`src/rtl/arm_mem_pkg.sv`:
```
// Shared memory-access encodings: load sizes (also used by the sign-extension
// unit), aligner FSM states and the default MFC timeout.
package arm_mem_pkg;

    localparam int unsigned ADDR_W          = 32;
    localparam int unsigned DATA_W          = 32;
    localparam int unsigned DEFAULT_TIMEOUT = 15;

    typedef enum logic [1:0] {
        BYTE  = 2'b00,
        HALF  = 2'b01,
        WORD  = 2'b10,
        DWORD = 2'b11
    } size_t;

    typedef enum logic [2:0] {
        ST_IDLE  = 3'd0,
        ST_REQ0  = 3'd1,
        ST_REQ1  = 3'd2,
        ST_DONE  = 3'd3,
        ST_FAULT = 3'd4
    } state_t;

    // Alignment legality for a load; rot_en relaxes only the word rule.
    function automatic logic is_aligned(input size_t size, input logic [2:0] low,
                                        input logic rot_en);
        logic ok;
        case (size)
            BYTE:    ok = 1'b1;
            HALF:    ok = (low[0] == 1'b0);
            WORD:    ok = rot_en || (low[1:0] == 2'b00);
            DWORD:   ok = (low == 3'b000);
            default: ok = 1'b0;
        endcase
        return ok;
    endfunction

endpackage

```
`src/rtl/load_data_aligner_if.sv`:
```
// Load request / data-memory bundle between requester, aligner and memory.
interface load_data_aligner_if;
    import arm_mem_pkg::*;

    logic              Start;
    logic [ADDR_W-1:0] Addr;
    logic [1:0]        dataSize;
    logic              Busy;
    logic              MOV;
    logic [ADDR_W-1:0] MemAddr;
    logic [DATA_W-1:0] MemData;
    logic              MFC;
    logic [DATA_W-1:0] Data;
    logic [DATA_W-1:0] DataHi;
    logic [1:0]        SizeOut;
    logic              Done;
    logic              Err;

    // Requester plus memory side (drives request and memory response).
    modport master (
        output Start, Addr, dataSize, MemData, MFC,
        input  Busy, MOV, MemAddr, Data, DataHi, SizeOut, Done, Err
    );

    // Aligner side.
    modport slave (
        input  Start, Addr, dataSize, MemData, MFC,
        output Busy, MOV, MemAddr, Data, DataHi, SizeOut, Done, Err
    );

endinterface

```
`src/rtl/lane_extract.sv`:
```
// Little-endian lane extraction: right-justifies and zero-fills the addressed
// byte/half of a memory word; words optionally rotate for unaligned loads.
module lane_extract
    import arm_mem_pkg::*;
(
    input  logic [DATA_W-1:0] word,
    input  logic [1:0]        offset,
    input  size_t             size,
    input  logic              rot_en,
    output logic [DATA_W-1:0] result_c
);

    logic [4:0]          byte_sh;
    logic [4:0]          half_sh;
    logic [2*DATA_W-1:0] rot_word;

    // Select and justify the requested lane.
    always_comb begin
        byte_sh  = {offset, 3'b000};
        half_sh  = {offset[1], 4'b0000};
        rot_word = {word, word} >> byte_sh;
        case (size)
            BYTE:    result_c = (word >> byte_sh) & 32'h0000_00FF;
            HALF:    result_c = (word >> half_sh) & 32'h0000_FFFF;
            WORD:    result_c = rot_en ? rot_word[DATA_W-1:0] : word;
            default: result_c = word;
        endcase
    end

endmodule

```
`src/rtl/load_data_aligner.sv`:
```
// Memory-load aligner: MOV/MFC handshake with word-wide memory, alignment
// check, lane extraction and double-word assembly, with per-access timeout.
// Optional build macro LOAD_ROTATE_EN: unaligned word loads rotate instead of
// faulting.
module load_data_aligner
    import arm_mem_pkg::*;
#(
    parameter int unsigned TIMEOUT = DEFAULT_TIMEOUT,
    parameter int unsigned CNT_W   = 8
) (
    input logic                Clk,
    input logic                CLR,
    load_data_aligner_if.slave bus
);

`ifdef LOAD_ROTATE_EN
    localparam logic ROT_EN = 1'b1;
`else
    localparam logic ROT_EN = 1'b0;
`endif

    localparam logic [CNT_W-1:0] CNT_LIMIT = CNT_W'(TIMEOUT);

    state_t            state_q, state_d;
    logic [CNT_W-1:0]  cnt_q, cnt_d, cnt_inc;
    logic [1:0]        off_q, off_d;
    size_t             size_q, size_d;
    logic [DATA_W-1:0] lo_q, lo_d;
    logic [ADDR_W-1:0] memaddr_q, memaddr_d;
    logic [DATA_W-1:0] data_q, data_d;
    logic [DATA_W-1:0] datahi_q, datahi_d;
    logic [1:0]        sizeout_q, sizeout_d;
    logic              busy_q, busy_d;
    logic              mov_q, mov_d;
    logic              done_q, done_d;
    logic              err_q, err_d;
    logic [DATA_W-1:0] lane_c;
    logic              timed_out_c;

    lane_extract u_lane (
        .word     (bus.MemData),
        .offset   (off_q),
        .size     (size_q),
        .rot_en   (ROT_EN),
        .result_c (lane_c)
    );

    // Saturating access-cycle count and its timeout decision.
    always_comb begin
        cnt_inc     = (cnt_q == {CNT_W{1'b1}}) ? cnt_q : cnt_q + CNT_W'(1);
        timed_out_c = (cnt_inc >= CNT_LIMIT);
    end

    // Next-state and next-register logic.
    always_comb begin
        state_d   = state_q;
        cnt_d     = cnt_q;
        off_d     = off_q;
        size_d    = size_q;
        lo_d      = lo_q;
        memaddr_d = memaddr_q;
        data_d    = data_q;
        datahi_d  = datahi_q;
        sizeout_d = sizeout_q;

        case (state_q)
            ST_IDLE: begin
                cnt_d = '0;
                if (bus.Start) begin
                    off_d  = bus.Addr[1:0];
                    size_d = size_t'(bus.dataSize);
                    if (is_aligned(size_t'(bus.dataSize), bus.Addr[2:0], ROT_EN)) begin
                        memaddr_d = {bus.Addr[ADDR_W-1:2], 2'b00};
                        state_d   = ST_REQ0;
                    end else begin
                        state_d = ST_FAULT;
                    end
                end
            end
            ST_REQ0: begin
                if (bus.MFC) begin
                    cnt_d = '0;
                    if (size_q == DWORD) begin
                        lo_d      = lane_c;
                        memaddr_d = memaddr_q + ADDR_W'(4);
                        state_d   = ST_REQ1;
                    end else begin
                        data_d    = lane_c;
                        datahi_d  = '0;
                        sizeout_d = size_q;
                        state_d   = ST_DONE;
                    end
                end else if (timed_out_c) begin
                    cnt_d   = '0;
                    state_d = ST_FAULT;
                end else begin
                    cnt_d = cnt_inc;
                end
            end
            ST_REQ1: begin
                if (bus.MFC) begin
                    cnt_d     = '0;
                    data_d    = lo_q;
                    datahi_d  = bus.MemData;
                    sizeout_d = size_q;
                    state_d   = ST_DONE;
                end else if (timed_out_c) begin
                    cnt_d   = '0;
                    state_d = ST_FAULT;
                end else begin
                    cnt_d = cnt_inc;
                end
            end
            ST_DONE:  state_d = ST_IDLE;
            ST_FAULT: state_d = ST_IDLE;
            default:  state_d = ST_IDLE;
        endcase

        busy_d = (state_d != ST_IDLE);
        mov_d  = (state_d == ST_REQ0) || (state_d == ST_REQ1);
        done_d = (state_d == ST_DONE);
        err_d  = (state_d == ST_FAULT);
    end

    // State and output registers with synchronous clear.
    always_ff @(posedge Clk) begin
        if (CLR) begin
            state_q   <= ST_IDLE;
            cnt_q     <= '0;
            off_q     <= '0;
            size_q    <= BYTE;
            lo_q      <= '0;
            memaddr_q <= '0;
            data_q    <= '0;
            datahi_q  <= '0;
            sizeout_q <= '0;
            busy_q    <= 1'b0;
            mov_q     <= 1'b0;
            done_q    <= 1'b0;
            err_q     <= 1'b0;
        end else begin
            state_q   <= state_d;
            cnt_q     <= cnt_d;
            off_q     <= off_d;
            size_q    <= size_d;
            lo_q      <= lo_d;
            memaddr_q <= memaddr_d;
            data_q    <= data_d;
            datahi_q  <= datahi_d;
            sizeout_q <= sizeout_d;
            busy_q    <= busy_d;
            mov_q     <= mov_d;
            done_q    <= done_d;
            err_q     <= err_d;
        end
    end

    assign bus.Busy    = busy_q;
    assign bus.MOV     = mov_q;
    assign bus.MemAddr = memaddr_q;
    assign bus.Data    = data_q;
    assign bus.DataHi  = datahi_q;
    assign bus.SizeOut = sizeout_q;
    assign bus.Done    = done_q;
    assign bus.Err     = err_q;

endmodule
```
`src/flat_wrapper.sv`:
```
// flat-port wrapper written by rule: the top's interface ports become plain ports
module load_data_aligner_flat import arm_mem_pkg::*;
#(
    parameter int unsigned TIMEOUT = DEFAULT_TIMEOUT,
    parameter int unsigned CNT_W   = 8
)
  (Clk, CLR, bus_Start, bus_Addr, bus_dataSize, bus_MemData, bus_MFC, bus_Busy, bus_MOV, bus_MemAddr, bus_Data, bus_DataHi, bus_SizeOut, bus_Done, bus_Err);
  load_data_aligner_if bus_i ();
  input logic Clk;
  input logic CLR;
  input wire logic [$bits(bus_i.Start)-1:0] bus_Start;
  input wire logic [$bits(bus_i.Addr)-1:0] bus_Addr;
  input wire logic [$bits(bus_i.dataSize)-1:0] bus_dataSize;
  input wire logic [$bits(bus_i.MemData)-1:0] bus_MemData;
  input wire logic [$bits(bus_i.MFC)-1:0] bus_MFC;
  output wire logic [$bits(bus_i.Busy)-1:0] bus_Busy;
  output wire logic [$bits(bus_i.MOV)-1:0] bus_MOV;
  output wire logic [$bits(bus_i.MemAddr)-1:0] bus_MemAddr;
  output wire logic [$bits(bus_i.Data)-1:0] bus_Data;
  output wire logic [$bits(bus_i.DataHi)-1:0] bus_DataHi;
  output wire logic [$bits(bus_i.SizeOut)-1:0] bus_SizeOut;
  output wire logic [$bits(bus_i.Done)-1:0] bus_Done;
  output wire logic [$bits(bus_i.Err)-1:0] bus_Err;
  assign bus_i.Start = bus_Start;
  assign bus_i.Addr = bus_Addr;
  assign bus_i.dataSize = bus_dataSize;
  assign bus_i.MemData = bus_MemData;
  assign bus_i.MFC = bus_MFC;
  assign bus_Busy = bus_i.Busy;
  assign bus_MOV = bus_i.MOV;
  assign bus_MemAddr = bus_i.MemAddr;
  assign bus_Data = bus_i.Data;
  assign bus_DataHi = bus_i.DataHi;
  assign bus_SizeOut = bus_i.SizeOut;
  assign bus_Done = bus_i.Done;
  assign bus_Err = bus_i.Err;
  load_data_aligner #(.TIMEOUT(TIMEOUT), .CNT_W(CNT_W)) u_core (.Clk(Clk), .CLR(CLR), .bus(bus_i));
endmodule
```
`config.mk`:
```
export PLATFORM = sky130hd
export DESIGN_NAME = load_data_aligner_flat
export DESIGN_NICKNAME = d
export VERILOG_FILES = /design/src/rtl/arm_mem_pkg.sv /design/src/rtl/load_data_aligner_if.sv /design/src/rtl/lane_extract.sv /design/src/rtl/load_data_aligner.sv /design/src/flat_wrapper.sv
export SDC_FILE = /design/constraint.sdc
export NUM_CORES = 1
export LEC_CHECK = 0
export CAP_MARGIN = 20
export CORE_ASPECT_RATIO = 1.75
export CORE_MARGIN = 2
export CORE_UTILIZATION = 30
export CTS_CLUSTER_SIZE = 30
export DETAILED_ROUTE_END_ITERATION = 16
export HOLD_SLACK_MARGIN = 0.03
export PLACE_DENSITY = 0.6
export SLEW_MARGIN = 30
export SYNTH_ARGS = -nofsm -noshare
export SYNTH_HDL_FRONTEND = slang
export SYNTH_HIERARCHICAL = 1
export SYNTH_SLANG_ARGS = --single-unit
```
`constraint.sdc`:
```
create_clock -name Clk -period 6.6 [get_ports Clk]
set_clock_uncertainty 0.2 [all_clocks]
set_input_delay 1.65 -clock Clk [delete_from_list [all_inputs] [get_ports Clk]]
set_output_delay 1.65 -clock Clk [all_outputs]
set_load 0.005 [all_outputs]
```
==> impl_metrics.csv <==
group,metric,value,unit
outcome,outcome,"finished with violations",
outcome,violations,"max-slew violations",
global_route,grt_pass1_vias,7064,
setup_path,path_cells,"clkdlybuf4s50_1 -> or4b_4 -> a211oi_4 -> or2_4 -> o21ai_2 -> a32o_1",
timing,tightestPinTransition,1.836,ns
synth,yosysTopAreaCell,"dfxtp_1",
synth,syn_area,7909,um2
detailed_routing,drt_iter0_markers,638,
cells_and_area,drive_gt1_share,8.997,%
setup_path,cp-startpoint,"bus_Start",
clock_network,hold_buffers,0,
timing,timing.setup.tns,0,ns
setup_path,crit_fanout,29,
global_route,grt_antenna_before_repair,0,
timing,period_share,56.29,%
timing,fin_crit,3.715,ns
detailed_routing,top_layer_used,"met4",
global_route,grt_use_total,17.91,%
synth,yosysWarningCount,6,
placement,dp_hpwl,17.56,mm
power,power.density,256.0,nW/um2
synth,synthSimpleGateAreaFrac,19.10,%
detailed_routing,vias,7570,
detailed_routing,wl_per_cell,18.01,um
power,pwr-share-comb,23.6,%
power,p_leak,3.483,nW
cells_and_area,insertedDiodeCount,0,
placement,place_congestion,0.8490,
clock_network,cts_buffers,17,
min_path,hold_start,"u_core/lo_q[13]",
setup_path,cpPeakStageDelay,0.51,ns
synth,yosys.cell_types.count,75,
setup_path,worst_setup_path_end_kind,"flip-flop",
clock_network,clk_path_buf_depth,2,
synth,synth_xor_area_share,0.1107,%
synth,synth-adder-area-share,0.3164,%
timing,finalMaxSlewViolations,27,
detailed_routing,dr.pass1.iters,5,
synth,ys_seq_area_share,37.21,%
timing,hold_violations,0,
timing,maxSlewHeadroom,-22.64,%
cells_and_area,layout_commonest_cell,"clkdlybuf4s50_1",
setup_path,path_class,"in -> reg",
job,maxCapViolCount,0,
synth,synth_compound_area_share,24.32,%
detailed_routing,wl_met2,12.85,mm
floorplanning,core,25960,um2
floorplanning,pin_count,172,
floorplanning,die_h,218.8,um
cells_and_area,final_nets,1126,
detailed_routing,wl_met1,9.910,mm
floorplanning,die_area,27730,um2
synth,synth.area.top_cells,"dfxtp_1 (37%), nand2_1 (6.4%), a21oi_1 (5.1%)",
setup_path,slowest_stage,"or4b_4",
global_route,grt_pass1_wl,39.19,mm
detailed_routing,vias_per_cell,5.458,
setup_path,worst-r2r-setup-slack,3.65,ns
placement,io_buffers,169,
synth,synthFlopType,"dfxtp_1",
synth,avgSynthCellArea,8.513,um2
setup_path,start_kind,"input pin",
global_route,overflow,0,
clock_network,cts_tree,"yes",
clock_network,post_cts_buffers,0,
synth,synth-edff-count,0,
setup_path,r2r_start,"u_core/off_q[1]",
floorplanning,rows,78,
synth,syn_inst,929,
power,p_switching,794.6,uW
detailed_routing,met3WireLength,1.277,mm
setup_path,r2r_cells,6,
clock_network,h-tree-depth,4,
synth,synth_top_area_share,37.21,%
min_path,hold_end,"u_core/lo_q[13]",
synth,synth-async-reset-ratio,0,%
min_path,hold_class,"reg -> reg",
timing,hold_ws,0.2526,ns
timing,finalSetupViolations,0,
power,p_int,1.858,mW
clock_network,insertion_delay,0.43,ns
clock_network,cts_resized,0,
clock_network,clock_sinks,147,
detailed_routing,routed_wirelength,24.98,mm
synth,synth-seq-cells,147,
setup_path,crit_arrival,3.84,ns
setup_path,required,6.73,ns
cells_and_area,syn2layout_area_growth,30.98,%
clock_network,clk_pin_slew,0.06,ns
timing,rsz0062_at_grt,"no",
global_route,grt_max_degree,82,
cells_and_area,multi_input_area,4542,um2
detailed_routing,drc,0,
setup_path,r2r-end,"u_core/bus.Data[6]",
detailed_routing,ant_nets,0,
cells_and_area,regArea,2944,um2
power,p_total,2.652,mW
floorplanning,start_util,30.47,%
clock_network,root_buffer,"clkbuf_16",
floorplanning,fp.dieW,126.7,um
cells_and_area,fillCellCount,2647,
power,swShare,29.96,%
min_path,holdPathStages,2,
timing,fmax,269.2,MHz
power,peakVddDrop,0.1439,mV
placement,pre_cts_slack,2.412,ns
cells_and_area,layout_common_cells,"clkdlybuf4s50_1 (168), dfxtp_1 (146), nand2_1 (135)",
synth,synth_top_family_by_area,"compound AO/OA/AOI/OAI gates",
power,clockPowerShare,38.5,%
power,power_frac_seq,37.9,%
timing,setup_ws,2.885,ns
synth,synthMuxAreaShare,12.66,%
[metrics by stage]
step                      instances  utilization, %  area (um2)
after floorplan                 937               -        7939
after global placement         1355           37.49        9732
after detailed placement       1355           37.52        9741
after CTS                      1387           39.90       10360
after global routing           1387           39.90       10360
final                          1387           39.90       10360
[power groups by stage]
| stage | registers [mW] | clock network [mW] | logic [mW] |
|---|---|---|---|
| after CTS | 1.01 | 1.05 | 0.625 |
| after detailed placement | 1.03 | 0 | 0.623 |
| final | 1.01 | 1.02 | 0.626 |
| after global routing | 1.02 | 1.08 | 0.680 |
| after global placement | 1.03 | 0 | 0.618 |
| after floorplan | 1.01 | 0 | 0.377 |
[kinds of logic after synthesis]
| logic type | after synthesis |
|---|---|
| buffers and inverters | 103 |
| adders and majority gates | 2 |
| muxes | 66 |
| xor gates and xnor gates | 1 |
| DFF | 147 |
| AOI/OAI and AO/OA | 277 |
| other | 1 |
| and+or+nand+nor | 332 |
[cell type report]
cell class                      instances  area share, %
Multi-Input combinational cell        687          43.85
Sequential cell                       147          28.42
Timing Repair Buffer                  181          17.18
Clock buffer                           18          4.240
Tap cell                              320          3.865
Clock inverter                         14          1.727
Inverter                               20         0.7247
[synthesized netlist by cell type (all sizes together) (7+ instances only)]
| master | count |
|---|---|
| dfxtp | 147 |
| nand2 | 135 |
| nor2 | 99 |
| a21oi | 81 |
| clkbuf | 54 |
| a211oi | 46 |
| a22oi | 34 |
| mux2i | 34 |
| buf | 29 |
| mux4 | 23 |
| o21ai | 23 |
| inv | 19 |
| o22ai | 18 |
| and3 | 17 |
| nand3 | 15 |
| a31oi | 11 |
| nand4 | 10 |
| nor3 | 10 |
| a221o | 9 |
| mux2 | 9 |
| nor2b | 9 |
| and2 | 7 |
| o221ai | 7 |
[sequential cells by signal, summed over array words and instances (netlist names)]
register / flops
u_core/bus.Done: 1
u_core/bus.SizeOut: 2
u_core/bus.Err: 1
u_core/lo_q: 32
u_core/size_q: 2
u_core/bus.DataHi: 32
u_core/bus.MOV: 1
u_core/cnt_q: 8
u_core/off_q: 2
u_core/bus.Busy: 1
u_core/bus.MemAddr: 30
u_core/state_q: 3
u_core/bus.Data: 32
[layer usage]
metal  GRT usage [%]  vias up
li1                -     3674
met1           20.74     3604
met2           31.46      254
met3           3.340       38
met5               0        -
met4           8.974        0
[worst max path at each step]
stage	endpoint	slack (ns)	cells after the start
after global placement	u_core/bus.MemAddr[26]	2.45	6
after floorplan	u_core/bus.MemAddr[26]	3.19	6
final	u_core/bus.MemAddr[26]	2.88	6
after detailed placement	u_core/bus.MemAddr[26]	2.41	6
after global routing	u_core/bus.MemAddr[26]	2.78	6
after CTS	u_core/bus.MemAddr[26]	2.87	6
[worst max-delay path: cells and delay by family]
| family | cells | cell delay [ns] |
|---|---|---|
| and+or+nand+nor | 2 | 0.96 |
| AOI/OAI and AO/OA | 3 | 0.75 |
| buffers and inverters | 1 | 0.47 |
No activity file was read; power rests on OpenSTA's default activity.
